$ cat config.mk
export PLATFORM = sky130hd
export DESIGN_NAME = counter_bus_sequencer_flat
export DESIGN_NICKNAME = d
export VERILOG_FILES = /design/src/rtl/counter_bus_sequencer_if.sv /design/src/rtl/counter_bus_sequencer.sv /design/src/flat_wrapper.sv
export SDC_FILE = /design/constraint.sdc
export NUM_CORES = 1
export LEC_CHECK = 0
export ABC_CLOCK_PERIOD_IN_PS = 4400
export CAP_MARGIN = 0
export CORE_MARGIN = 2
export CORE_UTILIZATION = 57
export DETAILED_ROUTE_END_ITERATION = 12
export MAX_ROUTING_LAYER = met4
export PLACE_DENSITY = 0.86
export SYNTH_ARGS = -nofsm -noshare
export SYNTH_HDL_FRONTEND = slang
export SYNTH_SLANG_ARGS = --single-unit
export TNS_END_PERCENT = 5
$ cat constraint.sdc
create_clock -name clk -period 4.4 [get_ports clk]
set_clock_uncertainty 0.2 [all_clocks]
set_input_delay 0.44 -clock clk [delete_from_list [all_inputs] [get_ports clk]]
set_output_delay 0.44 -clock clk [all_outputs]
set_load 0.01 [all_outputs]
$ cat src/rtl/counter_bus_sequencer_if.sv
// Host configuration handshake plus the 8-bit up/down counter peripheral bus.
// master = the sequencer driving the counter bus, slave = host/counter side.
interface counter_bus_sequencer_if #(
  parameter int DATA_W = 8
);
  logic              cfg_valid;
  logic              cfg_ready;
  logic [DATA_W-1:0] cfg_plr;
  logic [DATA_W-1:0] cfg_ulr;
  logic [DATA_W-1:0] cfg_llr;
  logic [DATA_W-1:0] cfg_ccr;
  logic              ncs;
  logic              nwr;
  logic              nrd;
  logic              a1;
  logic              a0;
  logic [DATA_W-1:0] dout;
  logic              dout_en;
  logic [DATA_W-1:0] din;
  logic              start;
  logic              ec;
  logic              err;
  logic              busy;
  logic              done;
  logic [1:0]        status;

  modport master (
    input  cfg_valid, cfg_plr, cfg_ulr, cfg_llr, cfg_ccr, din, ec, err,
    output cfg_ready, ncs, nwr, nrd, a1, a0, dout, dout_en, start, busy, done, status
  );

  modport slave (
    output cfg_valid, cfg_plr, cfg_ulr, cfg_llr, cfg_ccr, din, ec, err,
    input  cfg_ready, ncs, nwr, nrd, a1, a0, dout, dout_en, start, busy, done, status
  );
endinterface

$ cat src/rtl/counter_bus_sequencer.sv
// Host-side sequencer: writes PLR/ULR/LLR/CCR to the counter, pulses start, waits for ec.
// Optional register readback before start is enabled by defining CNT_SEQ_READBACK_EN.
//
// state     | meaning
// IDLE      | cfg_ready high, waiting for a request
// LATCH     | request latched, limit pre-check evaluated
// WR_SETUP  | ncs low, address/data driven, nwr high
// WR_STROBE | nwr low for WR_PULSE cycles
// RELEASE   | bus released after the fourth write
// RB_SETUP  | readback: ncs low, address driven
// RB_SAMPLE | readback: nrd low, din checked at end of cycle
// START     | one-cycle start pulse
// WAIT_EC   | waiting for ec/err or timeout
// DONE      | one-cycle done pulse, status valid
module counter_bus_sequencer #(
  parameter int DATA_W   = 8,
  parameter int WR_PULSE = 1,
  parameter int TIMEOUT  = 1023
) (
  input logic                     clk,
  input logic                     reset,
  counter_bus_sequencer_if.master bus
);

  localparam int TMO_W = (TIMEOUT > 0) ? $clog2(TIMEOUT + 1) : 1;
  localparam logic [TMO_W-1:0] TMO_LAST = (TIMEOUT > 0) ? TMO_W'(TIMEOUT - 1) : '0;
  localparam logic [3:0] PULSE_LAST = 4'(WR_PULSE - 1);

  typedef enum logic [3:0] {
    IDLE,
    LATCH,
    WR_SETUP,
    WR_STROBE,
    RELEASE,
`ifdef CNT_SEQ_READBACK_EN
    RB_SETUP,
    RB_SAMPLE,
`endif
    START,
    WAIT_EC,
    DONE
  } state_t;

  state_t            state, state_nx;
  logic [1:0]        idx, idx_nx;
  logic [3:0]        pulse_cnt, pulse_nx;
  logic [TMO_W-1:0]  tmo_cnt, tmo_nx;
  logic [DATA_W-1:0] lat [4];
  logic              latch_en;

  logic              ready_q, ready_nx;
  logic              ncs_q, ncs_nx;
  logic              nwr_q, nwr_nx;
  logic [1:0]        addr_q, addr_nx;
  logic [DATA_W-1:0] dout_q, dout_nx;
  logic              dout_en_q, dout_en_nx;
  logic              start_q, start_nx;
  logic              busy_q, busy_nx;
  logic              done_q, done_nx;
  logic [1:0]        status_q, status_nx;
`ifdef CNT_SEQ_READBACK_EN
  logic              nrd_q, nrd_nx;
`endif

  always_comb begin
    state_nx  = state;
    idx_nx    = idx;
    pulse_nx  = pulse_cnt;
    tmo_nx    = tmo_cnt;
    status_nx = status_q;
    latch_en  = 1'b0;

    case (state)
      IDLE: begin
        if (bus.cfg_valid) begin
          latch_en  = 1'b1;
          status_nx = 2'b00;
          state_nx  = LATCH;
        end
      end
      LATCH: begin
        // Comparisons are unsigned on DATA_W bits; no bus traffic for a bad window.
        if ((lat[0] < lat[2]) || (lat[0] > lat[1])) begin
          status_nx = 2'b01;
          state_nx  = DONE;
        end else begin
          idx_nx   = 2'd0;
          state_nx = WR_SETUP;
        end
      end
      WR_SETUP: begin
        pulse_nx = PULSE_LAST;
        state_nx = WR_STROBE;
      end
      WR_STROBE: begin
        if (pulse_cnt != 4'd0) begin
          pulse_nx = pulse_cnt - 4'd1;
        end else if (idx == 2'd3) begin
          state_nx = RELEASE;
        end else begin
          idx_nx   = idx + 2'd1;
          state_nx = WR_SETUP;
        end
      end
      RELEASE: begin
`ifdef CNT_SEQ_READBACK_EN
        idx_nx   = 2'd0;
        state_nx = RB_SETUP;
`else
        state_nx = START;
`endif
      end
`ifdef CNT_SEQ_READBACK_EN
      RB_SETUP: begin
        state_nx = RB_SAMPLE;
      end
      RB_SAMPLE: begin
        if (bus.din != lat[idx]) begin
          status_nx = 2'b11;
          state_nx  = DONE;
        end else if (idx == 2'd3) begin
          state_nx = START;
        end else begin
          idx_nx   = idx + 2'd1;
          state_nx = RB_SETUP;
        end
      end
`endif
      START: begin
        tmo_nx   = '0;
        state_nx = WAIT_EC;
      end
      WAIT_EC: begin
        if (bus.err) begin
          status_nx = 2'b01;
          state_nx  = DONE;
        end else if (bus.ec) begin
          status_nx = 2'b00;
          state_nx  = DONE;
        end else if ((TIMEOUT > 0) && (tmo_cnt == TMO_LAST)) begin
          status_nx = 2'b10;
          state_nx  = DONE;
        end else if (tmo_cnt != {TMO_W{1'b1}}) begin
          tmo_nx = tmo_cnt + 1'b1;
        end
      end
      DONE: begin
        state_nx = IDLE;
      end
      default: begin
        state_nx = IDLE;
      end
    endcase

    // Outputs are decoded from the next state so they register together with it.
    ready_nx   = 1'b0;
    ncs_nx     = 1'b1;
    nwr_nx     = 1'b1;
    addr_nx    = 2'b00;
    dout_nx    = '0;
    dout_en_nx = 1'b0;
    start_nx   = 1'b0;
    busy_nx    = 1'b0;
    done_nx    = 1'b0;
`ifdef CNT_SEQ_READBACK_EN
    nrd_nx     = 1'b1;
`endif

    case (state_nx)
      IDLE: ready_nx = 1'b1;
      LATCH, RELEASE: busy_nx = 1'b1;
      WR_SETUP, WR_STROBE: begin
        busy_nx    = 1'b1;
        ncs_nx     = 1'b0;
        nwr_nx     = (state_nx != WR_STROBE);
        addr_nx    = idx_nx;
        dout_nx    = lat[idx_nx];
        dout_en_nx = 1'b1;
      end
`ifdef CNT_SEQ_READBACK_EN
      RB_SETUP, RB_SAMPLE: begin
        busy_nx = 1'b1;
        ncs_nx  = 1'b0;
        nrd_nx  = (state_nx != RB_SAMPLE);
        addr_nx = idx_nx;
      end
`endif
      START: begin
        busy_nx  = 1'b1;
        ncs_nx   = 1'b0;
        start_nx = 1'b1;
      end
      WAIT_EC: begin
        busy_nx = 1'b1;
        ncs_nx  = 1'b0;
      end
      DONE: done_nx = 1'b1;
      default: ready_nx = 1'b0;
    endcase
  end

  always_ff @(posedge clk or negedge reset) begin
    if (!reset) begin
      state     <= IDLE;
      idx       <= 2'd0;
      pulse_cnt <= 4'd0;
      tmo_cnt   <= '0;
      ready_q   <= 1'b1;
      ncs_q     <= 1'b1;
      nwr_q     <= 1'b1;
      addr_q    <= 2'b00;
      dout_q    <= '0;
      dout_en_q <= 1'b0;
      start_q   <= 1'b0;
      busy_q    <= 1'b0;
      done_q    <= 1'b0;
      status_q  <= 2'b00;
`ifdef CNT_SEQ_READBACK_EN
      nrd_q     <= 1'b1;
`endif
    end else begin
      state     <= state_nx;
      idx       <= idx_nx;
      pulse_cnt <= pulse_nx;
      tmo_cnt   <= tmo_nx;
      ready_q   <= ready_nx;
      ncs_q     <= ncs_nx;
      nwr_q     <= nwr_nx;
      addr_q    <= addr_nx;
      dout_q    <= dout_nx;
      dout_en_q <= dout_en_nx;
      start_q   <= start_nx;
      busy_q    <= busy_nx;
      done_q    <= done_nx;
      status_q  <= status_nx;
`ifdef CNT_SEQ_READBACK_EN
      nrd_q     <= nrd_nx;
`endif
    end
  end

  always_ff @(posedge clk or negedge reset) begin
    if (!reset) begin
      for (int i = 0; i < 4; i++) lat[i] <= '0;
    end else if (latch_en) begin
      lat[0] <= bus.cfg_plr;
      lat[1] <= bus.cfg_ulr;
      lat[2] <= bus.cfg_llr;
      lat[3] <= bus.cfg_ccr;
    end
  end

  assign bus.cfg_ready = ready_q;
  assign bus.ncs       = ncs_q;
  assign bus.nwr       = nwr_q;
  assign bus.a1        = addr_q[1];
  assign bus.a0        = addr_q[0];
  assign bus.dout      = dout_q;
  assign bus.dout_en   = dout_en_q;
  assign bus.start     = start_q;
  assign bus.busy      = busy_q;
  assign bus.done      = done_q;
  assign bus.status    = status_q;

`ifdef CNT_SEQ_READBACK_EN
  assign bus.nrd = nrd_q;
`else
  logic [DATA_W-1:0] unused_din;
  assign bus.nrd     = 1'b1;
  assign unused_din  = bus.din;
`endif

endmodule
$ cat src/flat_wrapper.sv
// flat-port wrapper written by rule: the top's interface ports become plain ports
module counter_bus_sequencer_flat 
#(
  parameter int DATA_W   = 8,
  parameter int WR_PULSE = 1,
  parameter int TIMEOUT  = 1023
)
  (clk, reset, bus_cfg_valid, bus_cfg_plr, bus_cfg_ulr, bus_cfg_llr, bus_cfg_ccr, bus_din, bus_ec, bus_err, bus_cfg_ready, bus_ncs, bus_nwr, bus_nrd, bus_a1, bus_a0, bus_dout, bus_dout_en, bus_start, bus_busy, bus_done, bus_status);
  counter_bus_sequencer_if #(.DATA_W(DATA_W)) bus_i ();
  input logic clk;
  input logic reset;
  input wire logic [$bits(bus_i.cfg_valid)-1:0] bus_cfg_valid;
  input wire logic [$bits(bus_i.cfg_plr)-1:0] bus_cfg_plr;
  input wire logic [$bits(bus_i.cfg_ulr)-1:0] bus_cfg_ulr;
  input wire logic [$bits(bus_i.cfg_llr)-1:0] bus_cfg_llr;
  input wire logic [$bits(bus_i.cfg_ccr)-1:0] bus_cfg_ccr;
  input wire logic [$bits(bus_i.din)-1:0] bus_din;
  input wire logic [$bits(bus_i.ec)-1:0] bus_ec;
  input wire logic [$bits(bus_i.err)-1:0] bus_err;
  output wire logic [$bits(bus_i.cfg_ready)-1:0] bus_cfg_ready;
  output wire logic [$bits(bus_i.ncs)-1:0] bus_ncs;
  output wire logic [$bits(bus_i.nwr)-1:0] bus_nwr;
  output wire logic [$bits(bus_i.nrd)-1:0] bus_nrd;
  output wire logic [$bits(bus_i.a1)-1:0] bus_a1;
  output wire logic [$bits(bus_i.a0)-1:0] bus_a0;
  output wire logic [$bits(bus_i.dout)-1:0] bus_dout;
  output wire logic [$bits(bus_i.dout_en)-1:0] bus_dout_en;
  output wire logic [$bits(bus_i.start)-1:0] bus_start;
  output wire logic [$bits(bus_i.busy)-1:0] bus_busy;
  output wire logic [$bits(bus_i.done)-1:0] bus_done;
  output wire logic [$bits(bus_i.status)-1:0] bus_status;
  assign bus_i.cfg_valid = bus_cfg_valid;
  assign bus_i.cfg_plr = bus_cfg_plr;
  assign bus_i.cfg_ulr = bus_cfg_ulr;
  assign bus_i.cfg_llr = bus_cfg_llr;
  assign bus_i.cfg_ccr = bus_cfg_ccr;
  assign bus_i.din = bus_din;
  assign bus_i.ec = bus_ec;
  assign bus_i.err = bus_err;
  assign bus_cfg_ready = bus_i.cfg_ready;
  assign bus_ncs = bus_i.ncs;
  assign bus_nwr = bus_i.nwr;
  assign bus_nrd = bus_i.nrd;
  assign bus_a1 = bus_i.a1;
  assign bus_a0 = bus_i.a0;
  assign bus_dout = bus_i.dout;
  assign bus_dout_en = bus_i.dout_en;
  assign bus_start = bus_i.start;
  assign bus_busy = bus_i.busy;
  assign bus_done = bus_i.done;
  assign bus_status = bus_i.status;
  counter_bus_sequencer #(.DATA_W(DATA_W), .WR_PULSE(WR_PULSE), .TIMEOUT(TIMEOUT)) u_core (.clk(clk), .reset(reset), .bus(bus_i));
endmodule
# Yosys cells after proc, flatten, opt, wreduce, memory -nomap -nowiden
# Cells that the tools add are included.
totals:
  out_inout_bits: 20
  ff_bits: 71
op_classes:
  order_cmp: 3
  eq_ne: 25
  muxes: 39
  addsub: 3
  bitwise: 1
  reduce_logical: 13
op_table:
  columns: ["operator", "count"]
  rows:
  - ["2-to-1 mux 10 bit", 4]
  - ["== test 4 x 3 -> 1 bit, second input constant", 7]
  - ["case mux 4 bit (7 select lines)", 1]
  - ["2-to-1 mux 4 bit", 6]
  - ["2-to-1 mux 8 bit", 3]
  - ["case mux 10 bit (2 select lines)", 1]
  - ["2-to-1 mux 2 bit", 9]
  - ["binary-select mux 8 bit (select 2 bit)", 1]
  - ["== test 4 x 2 -> 1 bit, second input constant", 4]
  - ["adder 10 x 1 -> 10 bit, second input constant", 1]
  - ["== test 10 bit, second input constant", 1]
  - ["!= test 10 bit, second input constant", 1]
  - ["2-to-1 mux 1 bit", 9]
  - ["== test 4 x 1 -> 1 bit, second input constant", 2]
  - ["greater-than comparator 8 bit", 1]
  - ["zero test 4 bit", 2]
  - ["less-than comparator 8 bit", 1]
  - ["!= test 2 bit, second input constant", 4]
  - ["case mux 4 bit (2 select lines)", 1]
  - ["2-to-1 mux 3 bit", 2]
  - ["!= test 2 x 1 -> 1 bit, second input constant", 3]
  - ["case mux 2 bit (3 select lines)", 1]
  - ["OR reduction 6 bit", 1]
  - ["AND reduction 5 bit", 1]
  - ["16 further kinds", 17]

# Logic depth before layout (Yosys ltp)
# Gate-level depths: netlist of the first run.
logic_depth:
  depth_word: 9
  depth_mapped: 9

# Worst setup path before layout of the first run
# Ideal clock, no wire load.
synth_timing:
  kind: "register to register"
  startpoint: "reg u_core.lat[25] (netlist bit)"
  endpoint: "reg u_core.addr_q[1]"
  setup_time_ps: 111
  required_ps: 4089
  path_slack_ps: 2246
  synth_period_minus_slack_ps: 2154
  stages_incl_launch_ff: 8
  path_buffers: 0
  arrival_ps: 1843
  path_cell_list: "dfrtp_1 > ha_1 > nor2b_1 > o211ai_1 > a21oi_1 > a211oi_1 > o21bai_1 > a2111oi_2"
synth_between:
  elab_chain_cells: 7
synth_rtl:
  columns: ["element", "line_no", "text"]
  rows:
  - ["from (decl)", "counter_bus_sequencer.sv:48", "logic [DATA_W-1:0] lat [4];"]
  - ["less-than comparator 8 bit / greater-than comparator 8 bit (equally long branches)", "counter_bus_sequencer.sv:83", "if ((lat[0] < lat[2]) || (lat[0] > lat[1])) begin"]
  - ["logical OR 1 bit (*)", "counter_bus_sequencer.sv:83", null]
  - ["2-to-1 mux 3 bit (*)", "counter_bus_sequencer.sv:83", null]
  - ["case mux 4 bit (7 select lines) (*)", "counter_bus_sequencer.sv:73", "case (state)"]
  - ["named net u_core.state_nx[2]", "counter_bus_sequencer.sv:44", "state_t state, state_nx;"]
  - ["== test 4 x 2 -> 1 bit", "counter_bus_sequencer.sv:169", "case (state_nx)"]
  - ["OR reduction 2 bit (*)", null, null]
  - ["2-to-1 mux 2 bit (*)", "counter_bus_sequencer.sv:169", null]
  - ["named net u_core.addr_nx[1]", "counter_bus_sequencer.sv:54", "logic [1:0] addr_q, addr_nx;"]
  - ["to (signal assigned)", "counter_bus_sequencer.sv:229", "addr_q <= addr_nx;"]
  - ["to (decl)", "counter_bus_sequencer.sv:54", null]
# Mark *: on every way through the listed nets, which the timed path passes. The rest lies on a longest branch.
# A chain may end at the register's enable or synchronous reset.

# Worst setup path in the final report of the first run
layout_timing:
  startpoint: "reg u_core.pulse_cnt[0]"
  endpoint: "reg u_core.dout_q[7] (netlist: u_core.bus.dout[7])"
layout_between:
  elab_chain_cells: 8
layout_rtl:
  columns: ["element", "line_no", "text"]
  rows:
  - ["from (decl)", "counter_bus_sequencer.sv:46", "logic [3:0] pulse_cnt, pulse_nx;"]
  - ["from (signal assigned)", "counter_bus_sequencer.sv:224", "pulse_cnt <= pulse_nx;"]
  - ["nonzero test 4 bit (*)", "counter_bus_sequencer.sv:96", "if (pulse_cnt != 4'd0) begin"]
  - ["2-to-1 mux 2 bit", "counter_bus_sequencer.sv:96", null]
  - ["case mux 2 bit (2 select lines)", "counter_bus_sequencer.sv:73", null]
  - ["NOT 2 -> 3 bit (implied by the code)", "counter_bus_sequencer.sv:177", "dout_nx = lat[idx_nx];"]
  - ["binary-select mux 8 bit (select 2 bit)", "counter_bus_sequencer.sv:177", null]
  - ["2-to-1 mux 8 bit (implied by the code) (2 in a row)", "counter_bus_sequencer.sv:177", null]
  - ["2-to-1 mux 8 bit (*)", "counter_bus_sequencer.sv:169", null]
  - ["named net u_core.dout_nx[7]", "counter_bus_sequencer.sv:55", "logic [DATA_W-1:0] dout_q, dout_nx;"]
  - ["to (signal assigned)", "counter_bus_sequencer.sv:230", "dout_q <= dout_nx;"]
  - ["to (decl)", "counter_bus_sequencer.sv:55", null]
# Mark *: on every way through the listed nets, which the timed path passes. The rest lies on a longest branch. The select of a mux whose other input is x is not followed.

==> results of run 1 <==
-- path summary, 6_finish.rpt --
path	endpoint	cells after the start	slack [ns]	from
setup / recovery	u_core.bus.dout[7]	8	1.70	u_core.pulse_cnt[0]
hold / removal	u_core.lat[0]	1	0.32	u_core.lat[0]
setup reg to reg	u_core.bus.dout[7]	8	1.70	u_core.pulse_cnt[0]
hold reg to reg	u_core.lat[0]	1	0.32	u_core.lat[0]
max in group asynchronous	u_core.tmo_cnt[0]	3	2.59	reset
min in group asynchronous	u_core.bus.dout[4]	2	0.44	reset
-- state kept, by name, summed over array words and instances, names as in the netlist --
signal	cells
u_core.bus.dout_en	1
u_core.bus.start	1
u_core.state	4
u_core.bus.nwr	1
u_core.bus.status	2
u_core.bus.cfg_ready	1
u_core.bus.ncs	1
u_core.bus.done	1
u_core.bus.dout	8
u_core.addr_q	2
u_core.pulse_cnt	4
u_core.lat	32
u_core.idx	2
u_core.bus.busy	1
u_core.tmo_cnt	10
-- Yosys cell counts (2+ instances only) --
cell       number
a211oi_1        4
a21oi_1        10
a22oi_1         7
a31oi_1         2
and2_1          2
and3_1          4
buf_2           6
buf_4           2
clkbuf_1        4
conb_1          2
dfrtp_1        68
dfstp_2         3
ha_1           19
inv_1          24
mux2_2         33
mux2i_1         3
nand2_1        32
nand2b_1        4
nand3_1         4
nand4_1         9
nor2_1         29
nor2b_1         5
nor3_1          4
nor4_1          2
o211ai_1        2
o21a_1          3
o21ai_0        17
o21ai_1         2
o2bb2ai_1       8
or3_1           5
xnor2_1         2
xor2_1          6
-- critical path: stages, from the launching register on --
cell	delay, ns
dfrtp_1	0.41
inv_1	0.09
ha_1	0.14
nor3b_2	0.38
nand4_1	0.14
buf_4	0.21
mux2i_1	0.63
a22oi_1	0.23
o2bb2ai_1	0.19
-- layer usage --
metal | vias up | share of wire, % | track usage, %
met5 | - | 0 | -
met4 | 0 | 2.1 | 8.66
met3 | 16 | 5.8 | 6.98
met2 | 106 | 49 | 39.7
met1 | 1335 | 43 | 31.1
li1 | 1339 | - | -
-- cells by family (layout without fill, tap and decap cells) --
group           Yosys count  count (layout)  share of synthesized area, %
xor+xnor                  8               8                          1.90
other cells               2               2                         0.204
fa+ha+maj                19              19                          6.45
simple gates            108             108                          14.9
flops                    71              71                          48.3
buf+inv                  37              99                          4.17
mux                      36              36                          10.9
compound gates           66              66                          13.2
-- final cells by class --
cell class | count | area, sq um | area share [%]
clock inverter | 4 | 45.0 | 1.00
clock buffer | 12 | 145 | 3.23
tap | 77 | 96.3 | 2.15
timing repair buffer | 59 | 578 | 12.9
multi-input combinational | 239 | 1750 | 39.0
sequential | 71 | 1780 | 39.7
inverter | 24 | 90.1 | 2.01
-- stage by stage --
stage                     hold slack, ns  util (%)  area (sq um)
after floorplan                  -0.0556         -          3690
after global placement             0.289      67.9          4290
after detailed placement           0.298      67.9          4290
after CTS                          0.319      71.1          4490
after global routing               0.332      71.1          4490
final                              0.316      71.1          4490
-- power groups by stage --
stage	clock network, uW	logic [uW]	registers, uW
after floorplan	0	768	1040
after global placement	0	1030	1090
after detailed placement	0	1080	1100
after CTS	521	1110	1090
after global routing	548	1240	1140
final	512	1110	1100
-- repair_timing --
item                                   in CTS  in global routing
buffers inserted                            0                  0
hold buffers                                1                  0
endpoints found under the hold margin      26                  0
==> flow_metrics.tcl, run 1 <==
set metrics [dict create \
    status "finished, final reports clean" \
    synth_edf_count 0 \
    dpl.cell_count 469 \
    critical_path_class "flip-flop to flip-flop" \
    cts.path.max_buffers 2 \
    vias_per_cell 5.75 \
    nets 468 \
    finalHoldViolCount 0 \
    final_common_cell "dfrtp_1" \
    die_area_sq_mm 0.00713 \
    numPortBuffers 55 \
    synth_cell_types 52 \
    fin_ws_ns 1.70 \
    clk_pin_slew_ns 0.07 \
    cts_tree "built" \
    htree_levels 3 \
    rsz0062_at_grt "false" \
    setup_viol 0 \
    combPwrFrac_pct 40.9 \
    syn-cell-area_sq_mm 0.00369 \
    gp_congestion 0.811 \
    postRouteAntennaNets 0 \
    fp.dieH_um 84.4 \
    grt_pass1_wl_um 13500 \
    cts_made_buffers 9 \
    grt_max_degree 43 \
    diodes 0 \
    syn_inst 347 \
    synth_top_area_share_pct 46.2 \
    start_util_pct 58.4 \
    yosysSeqAreaShare_pct 48.3 \
    cp-start-kind "flip-flop" \
    cts-resized-gates 0 \
    synth_nets 411 \
    critPathRequiredTime_ns 4.47 \
    fp-row-count 29 \
    die_w_um 84.4 \
    internal_power_uw 1710 \
    vdd_drop_max_v 0.000496 \
    vias 2796 \
    antenna_found_initial 0 \
    swShare_pct 37.2 \
    dr.pass1.iters 5 \
    power_uw 2720 \
    ys_dominant_reg_cell "dfrtp_1" \
    max-slew-margin-rel_pct 47.2 \
    period_share_pct 61.4 \
    clockPowerShare_pct 18.8 \
    synth_warnings 0 \
    wl_um 7890 \
    ys_async_sr_fraction_pct 100 \
    powerDensity_mw_per_mm2 607 \
    max-cap-violations 0 \
    drt_first_iter_violations 194 \
    yosys.area.top_type "dfrtp_1" \
    routedWlPerCell_um 16.2 \
    syn_to_final_growth_pct 21.7 \
    syn-mean-instance-area_sq_um 10.6 \
    gr-usage-all-layers_pct 25.0 \
    cp_data_arrival_time_ns 2.77 \
    io_pins 65 \
    fin_cells 486 \
    place_ws_ns 1.81 \
    nFillCells 467 \
    grt_pass1_vias 2813 \
    fin_tns_setup_ns 0 \
    period_needed_ns 2.70 \
    worst_setup_path_end_kind "flip-flop" \
    seq_power_share_pct 40.4 \
    hold_class "flip-flop to flip-flop" \
    max_freq_ghz 0.370 \
    tightestPinTransition_ns 0.771 \
    cts_sinks 71 \
    cts_root_buffer "clkbuf_8" \
    final_cell_mix "68 x dfrtp_1, 54 x clkdlybuf4s50_1, 33 x mux2_2" \
    grt.overflow.total 0 \
    drv_slew 0 \
    synth_seq_cells 71 \
    p_leak_uw 0.00198 \
    core-area_sq_mm 0.00631 \
    drive_above_1_share_pct 15.9 \
    drc 0 \
    dp_hpwl_um 5530 \
    clk_latency_ns 0.35 \
    synth.area.top_cells "dfrtp_1 46%, mux2_2 10%, ha_1 6.4%, nand2_1 3.3%, nor2_1 3.0%" \
    p_switching_uw 1010 \
    cp_max_fo 13 \
]
(Power assumes the default switching activity.)
==> inputs of run 2 (changes only) <==
--- a/config.mk
+++ b/config.mk
@@ -5,13 +5,13 @@
 export SDC_FILE = /design/constraint.sdc
 export NUM_CORES = 1
 export LEC_CHECK = 0
-export ABC_CLOCK_PERIOD_IN_PS = 4400
+export ABC_CLOCK_PERIOD_IN_PS = 2190
 export CAP_MARGIN = 0
 export CORE_MARGIN = 2
-export CORE_UTILIZATION = 57
+export CORE_UTILIZATION = 48
 export DETAILED_ROUTE_END_ITERATION = 12
 export MAX_ROUTING_LAYER = met4
-export PLACE_DENSITY = 0.86
+export PLACE_DENSITY = 0.78
 export SYNTH_ARGS = -nofsm -noshare
 export SYNTH_HDL_FRONTEND = slang
 export SYNTH_SLANG_ARGS = --single-unit
==> constraint.sdc (replaced) <==
create_clock -name clk -period 2.19 [get_ports clk]
set_clock_uncertainty 0.2 [all_clocks]
set_input_delay 0.219 -clock clk [delete_from_list [all_inputs] [get_ports clk]]
set_output_delay 0.219 -clock clk [all_outputs]
set_load 0.01 [all_outputs]
==> run 2 against run 1 <==
  * The run now ends with setup timing left
  * Routed wire length increased by 17%
  * Setup slack got worse by 1.8 ns
  * Fmax increased by 18%
  * Global-route usage decreased by 1.5 points
  * Clock power increased by 150%
  * Die area increased by 18%
  * Power increased by 150%
  * Sequential share of layout area decreased by 5.3 points
  * Sequential cell count unchanged
  * Critical path depth unchanged
  * Design area increased by 15%
  * Largest power group unchanged
  * Highest routed layer unchanged
==> flow_metrics.tcl, run 2 (synthesis gave the netlist of run 1 again) <==
set metrics [dict create \
    powerDensity_mw_per_mm2 1300 \
    cts.path.max_buffers 2 \
    status "complete, but fails checks" \
    max_freq_ghz 0.436 \
    hold_slack_ns 0.160 \
    die_area_sq_mm 0.00840 \
    drc 0 \
    vias 3074 \
    gr-usage-all-layers_pct 23.5 \
    cts_made_buffers 9 \
    vdd_drop_max_v 0.000655 \
    clk_pin_slew_ns 0.08 \
    rsz0062_at_grt "true" \
    worst_setup_path_end_kind "flip-flop" \
    max-slew-margin-rel_pct 63.3 \
    dp_hpwl_um 6150 \
    failed_checks "setup timing" \
    cp_data_arrival_time_ns 2.33 \
    critPathRequiredTime_ns 2.23 \
    grt_pass1_vias 3157 \
    seq_power_share_pct 31.8 \
    cts_tree "built" \
    drive_above_1_share_pct 31.9 \
    routedWlPerCell_um 16.6 \
    antenna_found_initial 0 \
    cp_max_fo 4 \
    final_common_cell "dfrtp_1" \
    reg2reg_slack_ns -0.10 \
    vias_per_cell 5.53 \
    largest_register "u_core.lat" \
    tightestPinTransition_ns 0.548 \
    drt_first_iter_violations 116 \
    fin_ws_ns -0.105 \
    period_share_pct 105 \
    drv_slew 0 \
    start_util_pct 50.3 \
    fp-row-count 31 \
    cts_root_buffer "clkbuf_8" \
    fin_cells 556 \
    largest_reg_flops 32 \
    io_pins 65 \
    wl_um 9210 \
    numPortBuffers 55 \
    dr.pass1.iters 4 \
    fp.dieH_um 91.6 \
    max-cap-violations 0 \
    dpl.cell_count 537 \
    cts_sinks 71 \
    core-area_sq_mm 0.00733 \
    period_needed_ns 2.29 \
    p_leak_uw 0.00227 \
    grt_max_degree 35 \
    postRouteAntennaNets 0 \
    htree_levels 3 \
    swShare_pct 36.2 \
    multi_input_area_sq_mm 0.00195 \
    internal_power_uw 4300 \
    ff_latch_area_sq_mm 0.00178 \
    finalHoldViolCount 0 \
    syn_to_final_growth_pct 40.4 \
    power_uw 6740 \
    setup_viol 10 \
    nFillCells 501 \
    combPwrFrac_pct 49.3 \
    clk_latency_ns 0.35 \
    cp-start-kind "flip-flop" \
    gp_congestion 0.858 \
    nets 516 \
    die_w_um 91.6 \
    p_switching_uw 2440 \
    clockPowerShare_pct 18.9 \
    place_ws_ns -0.227 \
    grt_pass1_wl_um 15100 \
    final_cell_mix "68 x dfrtp_1, 54 x clkdlybuf4s50_1, 46 x buf_4" \
    hold_class "input port to async pin" \
    grt.overflow.total 0 \
    diodes 0 \
    critical_path_class "flip-flop to flip-flop" \
]
==> run 2: metal layers <==
metal	part of all wire, %	track usage (%)	vias to the layer above	wire [um]
li1	-	-	1435	-
met1	43	29.7	1513	3960
met2	50	37.4	97	4610
met3	4.2	4.19	29	388
met4	2.7	9.97	0	249
met5	0	-	-	0
==> run 2: timing repair <==
item,in CTS,in global routing
setup buffers,0,2
pin swaps,9,9
endpoints found under the hold margin,19,0
hold buffers,1,0
endpoints found under the setup margin,17,27
gates resized for setup,28,14
==> run 2: layout make-up <==
type / count / share of cell area (%)
tap: 99 / 2.39
clock buffer: 9 / 2.39
sequential: 71 / 34.4
inverter: 24 / 1.74
timing repair buffer: 107 / 19.0
multi-input combinational: 239 / 37.7
clock inverter: 7 / 2.35
==> run 2: worst paths after layout <==
kind / from / to / depth (start not counted)
setup / recovery: u_core.pulse_cnt[0] / u_core.addr_q[1] / 8
setup reg to reg: u_core.pulse_cnt[0] / u_core.addr_q[1] / 8
max in group asynchronous: reset / u_core.bus.dout[1] / 3
min in group clk: bus_cfg_ulr[3] / u_core.lat[19] / 2
hold / removal: reset / u_core.tmo_cnt[2] / 2
hold reg to reg: u_core.lat[2] / u_core.lat[2] / 1
==> run 2: through the flow <==
step	utilization [%]	area, sq um	setup TNS (ns)
floorplan	-	3690	0
global placement	64.1	4700	-1.02
detailed placement	64.1	4700	-1.65
CTS	69.7	5110	-0.0127
global route	70.6	5170	-1.87
finish	70.6	5170	-0.335
==> run 2: power by group through the flow <==
stage                     Clock [uW]  Sequential (uW)  Combinational [uW]
final                           1270             2140                3320
after global routing            1340             2200                3620
after CTS                       1280             2120                3190
after detailed placement           0             2110                2850
after global placement             0             2110                2730
after floorplan                    0             2100                1540
==> run 2: critical path, stage by stage (launching register included) <==
cell       delay, ns
dfrtp_1         0.36
inv_1           0.06
ha_2            0.18
nor3b_4         0.16
buf_4           0.14
and3_4          0.18
o21a_1          0.17
or3_4           0.41
a2111oi_4       0.33
